--- src/rtl/score_keeper.sv ---
// Score keeper for the duck-hunt game: tracks score, round, ducks hit and shots left.
// Define SCORE_BONUS_EN to award PERFECT_BONUS for a fully hit round.
module score_keeper #(
   parameter logic [31:0] HIT_BASE        = 32'd500,
   parameter logic [31:0] HIT_STEP        = 32'd100,
   parameter logic [31:0] PERFECT_BONUS   = 32'd10000,
   parameter int          DUCKS_PER_ROUND = 10
) (
   input  logic        Clk,
   input  logic        Reset_n,
   input  logic [2:0]  state,
   input  logic        new_duck,
   input  logic        shot,
   input  logic        hit,
   output logic [31:0] score,
   output logic [3:0]  round,
   output logic [3:0]  ducks_hit,
   output logic [1:0]  shots_left,
   output logic        score_final
);

   localparam logic [2:0] G_START = 3'b000;
   localparam logic [2:0] G_PLAY  = 3'b001;
   localparam logic [2:0] G_RNDE  = 3'b010;
   localparam logic [2:0] G_DONE  = 3'b011;
   localparam logic [3:0] DPR     = 4'(DUCKS_PER_ROUND);

   typedef enum logic [1:0] {IDLE, PLAYING, TALLY, HOLD} fsm_t;

   fsm_t        fsm, fsm_nxt;
   logic [2:0]  state_q;
   logic [31:0] hit_val;
   logic        final_nxt;
   logic        chg;
   logic        hit_ok;

   function automatic logic [31:0] sat_add(input logic [31:0] a, input logic [31:0] b);
      logic [32:0] s;
      s = {1'b0, a} + {1'b0, b};
      return s[32] ? 32'hFFFF_FFFF : s[31:0];
   endfunction

   always_ff @(posedge Clk or negedge Reset_n) begin
      if (!Reset_n) begin
         fsm         <= IDLE;
         state_q     <= G_START;
         score_final <= 1'b0;
      end else begin
         fsm         <= fsm_nxt;
         state_q     <= state;
         score_final <= final_nxt;
      end
   end

   // Once frozen in HOLD only a return to START is honoured.
   always_comb begin
      fsm_nxt   = fsm;
      final_nxt = 1'b0;
      chg       = (state_q != state);
      if (fsm == TALLY)
         fsm_nxt = PLAYING;
      if (chg && (fsm != HOLD || state == G_START)) begin
         case (state)
            G_START: fsm_nxt = IDLE;
            G_PLAY:  fsm_nxt = PLAYING;
            G_RNDE:  fsm_nxt = TALLY;
            G_DONE: begin
               fsm_nxt   = HOLD;
               final_nxt = 1'b1;
            end
            default: ;
         endcase
      end
   end

   // A hit lands if a shot is still available, or the hitting shot is this cycle's.
   assign hit_ok = hit && (shots_left != 2'd0 || shot) && (ducks_hit < DPR);

   always_ff @(posedge Clk or negedge Reset_n) begin
      if (!Reset_n) begin
         score      <= '0;
         round      <= 4'd1;
         ducks_hit  <= '0;
         shots_left <= 2'd3;
         hit_val    <= HIT_BASE;
      end else begin
         case (fsm)
            IDLE: begin
               score      <= '0;
               round      <= 4'd1;
               ducks_hit  <= '0;
               shots_left <= 2'd3;
               hit_val    <= HIT_BASE;
            end
            PLAYING: begin
               if (hit_ok) begin
                  score     <= sat_add(score, hit_val);
                  ducks_hit <= ducks_hit + 4'd1;
               end
               if (new_duck)
                  shots_left <= 2'd3;
               else if (shot && shots_left != 2'd0)
                  shots_left <= shots_left - 2'd1;
            end
            TALLY: begin
`ifdef SCORE_BONUS_EN
               if (ducks_hit == DPR)
                  score <= sat_add(score, PERFECT_BONUS);
`endif
               round     <= (round == 4'd15) ? 4'd15 : round + 4'd1;
               hit_val   <= sat_add(hit_val, HIT_STEP);
               ducks_hit <= '0;
            end
            default: ;
         endcase
      end
   end

endmodule

--- config.mk ---
export PLATFORM = sky130hd
export DESIGN_NAME = score_keeper
export DESIGN_NICKNAME = d
export VERILOG_FILES = /design/src/rtl/score_keeper.sv
export SDC_FILE = /design/constraint.sdc
export NUM_CORES = 1
export LEC_CHECK = 0
export BUFFER_PORTS_ARGS = -buffer_cell sky130_fd_sc_hd__buf_2
export CAP_MARGIN = 10
export CORE_ASPECT_RATIO = 1.75
export CORE_MARGIN = 2
export CORE_UTILIZATION = 60
export DETAILED_ROUTE_END_ITERATION = 12
export HOLD_SLACK_MARGIN = 0.12
export PLACE_DENSITY = 0.81
export RECOVER_POWER = 25
export SYNTH_ARGS = -nofsm -noshare
export SYNTH_HDL_FRONTEND = slang
export SYNTH_SLANG_ARGS = --single-unit
--- constraint.sdc ---
create_clock -name Clk -period 6.1 [get_ports Clk]
set_input_delay 0 -clock Clk [delete_from_list [all_inputs] [get_ports Clk]]
set_output_delay 0 -clock Clk [all_outputs]
set_load 0.03 [all_outputs]
[After elaboration in Yosys (flattened, before gate mapping)]
Index checks and enable logic that the tools add are counted.
Storage, ports and cells
  register bits after elaboration: 80
  input port bits: 8
  output and inout bits: 43
  logic and storage cells: 57
Cells by class
  add/sub/neg operators: 5
  magnitude comparators: 1
  equality and inequality tests: 10
  multiplexer cells: 17
  reduce and logical (&&, ||, !) cells: 16
Operators with widths (count)
  one-hot mux 32 bit (2 select lines): 2
  two-way mux 32 bit: 3
  adder 32 x 32 -> 33 bit: 1
  adder 32 x 7 -> 33 bit (second input constant): 1
  one-hot mux 4 bit (2 select lines): 2
  adder 4 x 1 -> 4 bit (second input constant): 2
  two-way mux 2 bit: 4
  two-way mux 4 bit: 2
  one-hot mux 2 bit (4 select lines): 1
  nonzero test 2 bit: 4
  == test 3 x 2 -> 1 bit (second input constant): 2
  AND reduction 2 bit: 3
  == test 4 bit (second input constant): 1
  logical AND 1 bit: 4
  < comparator 4 bit (second input constant): 1
  != test 2 bit (second input constant): 2
  one-hot mux 2 bit (2 select lines): 1
  == test 3 x 1 -> 1 bit (second input constant): 1
  logical NOT 3 bit: 1
  != test 3 bit: 1
  != test 3 bit (second input constant): 1
  == test 2 x 1 -> 1 bit (second input constant): 1
  == test 2 bit (second input constant): 1
  logical NOT 2 bit: 1
  4 further kinds: 6

[Depth between registers and ports, before layout]
  depth after elaboration: 6
  mapped depth: 11
  depth with buffers taken out: 10

[Worst setup path before layout]
No wires, ideal clock.
  path kind: register to register
  start: register score[0]
  end: register score[31]
  setup time: 126 ps
  arrival: 2649 ps
  required time: 5974 ps
  setup slack: 3325 ps
  stages on the path, launching flop included: 10
  path buffers: 0
  period minus slack after synthesis: 2775 ps
  cells stage by stage: dfrtp_1 > ha_1 > fa_1 > a21o_1 > a31oi_2 > o221ai_1 > a21bo_2 > a41oi_4 > o31ai_2 > o311a_1
Between the ends
  word-level cells in the longest chain between the ends: 4
RTL lines
  start, declared: RTL line 15  | output logic [31:0] score,
  start signal, assigned: RTL line 97  | score <= sat_add(score, hit_val);
  adder 32 x 32 -> 33 bit: RTL line 39  | s = {1'b0, a} + {1'b0, b};
  two-way mux 32 bit: RTL line 40  | return s[32] ? 32'hFFFF_FFFF : s[31:0];
  two-way mux 32 bit: RTL line 96  | if (hit_ok) begin
  one-hot mux 32 bit (2 select lines): RTL line 87  | case (fsm)
No other way between the ends. The select of a mux whose other input is x is not followed.
A chain may end at the register's enable or synchronous reset.

[Worst setup path after layout]
  start: register hit_val[0]
  end: register score[16]
Between the ends
  word-level cells in the longest chain between the ends: 4
RTL lines
  start, declared: RTL line 32  | logic [31:0] hit_val;
  start signal, assigned: RTL line 111  | hit_val <= sat_add(hit_val, HIT_STEP);
  adder 32 x 32 -> 33 bit: RTL line 39
  two-way mux 32 bit: RTL line 40
  two-way mux 32 bit: RTL line 96
  one-hot mux 32 bit (2 select lines): RTL line 87
No other way between the ends. The select of a mux whose other input is x is not followed.

==> impl_metrics.ini <==
[finish]
area_growth_pct = 11.72
fillers = 730
layout_commonest_cell = nand2_1
finalNonFillerCells = 784
num-nets-final = 707
num_antenna_cells = 0
drive_above_1_share_pct = 8.396
final_cell_mix = nand2_1, dfrtp_1, a21oi_1, o21ai_0, clkbuf_1
final_util_pct = 69.16

[worst_setup_path]
crit_type = reg2reg
crit_required_ps = 6350
worstPathMaxFanout = 26
critical_path_arrival_ps = 3560
critPathLaunchType = register
crit_path_end_kind = register

[synthesis]
ys_warn_count = 0
syn-num-nets = 666
ys_ff_latch = 79
synth.area.top_cells = dfrtp_1, ha_1, nand2_1
synthArstFlopShare_pct = 100.0
synthFlopType = dfrtp_1
synth_edf_count = 0
netlist.area_leader.share_pct = 32.63
synth.cell_area_sq_um = 5368
yosysTopAreaCell = dfrtp_1
ys_seq_area_share_pct = 37.04
syn_avg_cell_area_sq_um = 8.644
syn_inst = 621
yosys.cell_types.count = 66

[timing]
fmax_ghz = 0.3024
slew_headroom_pct = 19.82
slew_violations = 0
rsz0062_at_grt = false
skew_ps = 5.803
fin_crit_ps = 3306
worstMarginPinSlew_ps = 1203
setup_violations = 0
finalHoldViolCount = 0
finalCritPeriodShare_pct = 54.20
tns_ps = 0

[global_route]
grt_first_pass_wirelength_mm = 23.72
track_usage_pct = 31.67
grt_max_degree = 80
antenna_found_initial = 0
overflow = 0
grt_pass1_vias = 5077

[pwr]
pwr-share-seq_pct = 33.0
p_leak_nw = 2.782
peakVddDrop_mv = 0.3351
clockPowerShare_pct = 24.4
power.density_nw_per_um2 = 402.5
switching_share_pct = 43.73
p_sw_mw = 1.056
pwr-share-comb_pct = 42.6
power.internal_mw = 1.358

[clocking]
numCtsBuffers = 9
clk_pin_slew_worst_paths_ps = 60
clk_path_buf_depth = 2
cts_resized = 0
cts.sinks = 79
clkLatencyLatePin_ps = 340
cts_root_buffer = clkbuf_16
cts_setup_buffers = 0
htree_levels = 3
cts_tree = built

[die]
rows = 45
die_w_microns = 75.50
io_pins = 51
core_sq_um = 8671
initial_core_util_pct = 61.90
die_h_microns = 129.1
die-area_sq_um = 9749

[detailed_routing]
ant_nets = 0
vias = 5084
avgRoutedWirePerCell_microns = 18.89
dr.pass1.iters = 5
drt_iter0_drc = 320
drt-vias-per-instance = 6.485
drt_wl_total_mm = 14.81
drc = 0

[run_status]
status = finished clean

[placement]
port-buffer-count = 50
gp_congestion = 1.038
dp.cells = 760
hpwl_mm = 10.45

[flow_run]
maxCapViolCount = 0

[worst_hold_path]
hp-class = in2reg
## metrics by stage
stage / total power [mW] / area (sq um) / hold WS, ps / setup WS, ps
finish: 2.414 / 5997 / 354.3 / 2794
global route: 2.535 / 5997 / 369.3 / 2571
CTS: 2.419 / 6050 / 313.4 / 2817
detailed placement: 1.822 / 5648 / 132.6 / 2833
global placement: 1.781 / 5648 / 134.6 / 2970
floorplan: 1.554 / 5368 / -295.6 / 3325
## final cells by class
type / instances / area [sq um] / area share [%]
clock buffer: 9 / 225.2 / 3.755
tap: 117 / 146.4 / 2.441
inverter: 12 / 45.04 / 0.7511
timing repair buffer: 61 / 302.8 / 5.049
clock inverter: 7 / 96.34 / 1.607
multi-input combinational: 499 / 3193 / 53.24
sequential: 79 / 1988 / 33.15
## cell usage after synthesis (3+ instances only)
cell type,count
inv_1,12
dfrtp_1,70
a21oi_1,56
nand2_1,81
nand4_1,19
a211oi_1,3
o21ai_0,46
ha_1,36
clkbuf_1,23
o31ai_1,4
o211ai_1,5
nor2b_1,5
o22a_1,3
and3_1,5
xnor2_1,18
buf_6,4
o21ai_1,21
dfstp_2,9
and4_1,3
nand2b_1,5
a31oi_1,5
or2_2,5
a21o_1,17
nor2_1,35
nor3_1,6
nor4_1,3
nand3_1,40
xor2_1,28
o21a_1,3
and2_1,4
## cell families after synthesis
family                     after synthesis  share of synthesized area, %
buffers and inverters                   43                         3.636
muxes                                    1                        0.1865
adders and majority gates               37                         8.765
DFF                                     79                         37.04
AOI/OAI and AO/OA                      195                         23.22
and+or+nand+nor                        220                         19.65
xor gates and xnor gates                46                         7.506
## routing by layer
metal  GRT usage (%)  vias up  routed length (microns)
li1                -     2344                        -
met1           35.92     2486                     5627
met2           54.99      195                     7732
met3           4.666       59                      733
met4           17.65        0                      714
met5               0        -                        0
## final timing paths
| check | from | endpoint | slack [ps] | cells past startpoint |
|---|---|---|---|---|
| min in group asynchronous | Reset_n | score[12] | 360 | 2 |
| worst max register to register | hit_val[0] | score[16] | 2790 | 10 |
| worst max-delay path | hit_val[0] | score[16] | 2790 | 10 |
| worst min register to register | hit_val[2] | hit_val[2] | 520 | 1 |
| max in group asynchronous | Reset_n | hit_val[16] | 5050 | 2 |
| worst min-delay path | state[2] | state_q[2] | 350 | 2 |
## power by group through the flow
stage                     registers, mW  clock network [mW]  logic, mW
after CTS                         0.790               0.590       1.04
after global routing              0.809               0.607       1.12
after floorplan                   0.894                   0      0.661
final                             0.797               0.588       1.03
after global placement            0.789                   0      0.992
after detailed placement          0.797                   0       1.02
## repair_timing
action / in CTS / in global routing
hold buffers: 8 / 0
endpoints found under the setup margin: 0 / 0
endpoints found under the hold margin: 79 / 0
## worst max-delay path: stages (launching register included)
cell and delay (ps):
dfrtp_1 420, ha_1 210, fa_1 220, a21o_1 190
a31oi_2 130, o221ai_1 180, a21bo_2 250, a41oi_4 160
o31ai_4 1020, nor2_2 200, a21oi_1 230
## sequential cells by signal (all words and copies together), names as in the netlist
register and count:
fsm 2, round 4, score_final 1, ducks_hit 4, score 32, state_q 3, hit_val 31, shots_left 2
No activity file was read; power rests on OpenSTA's default activity.
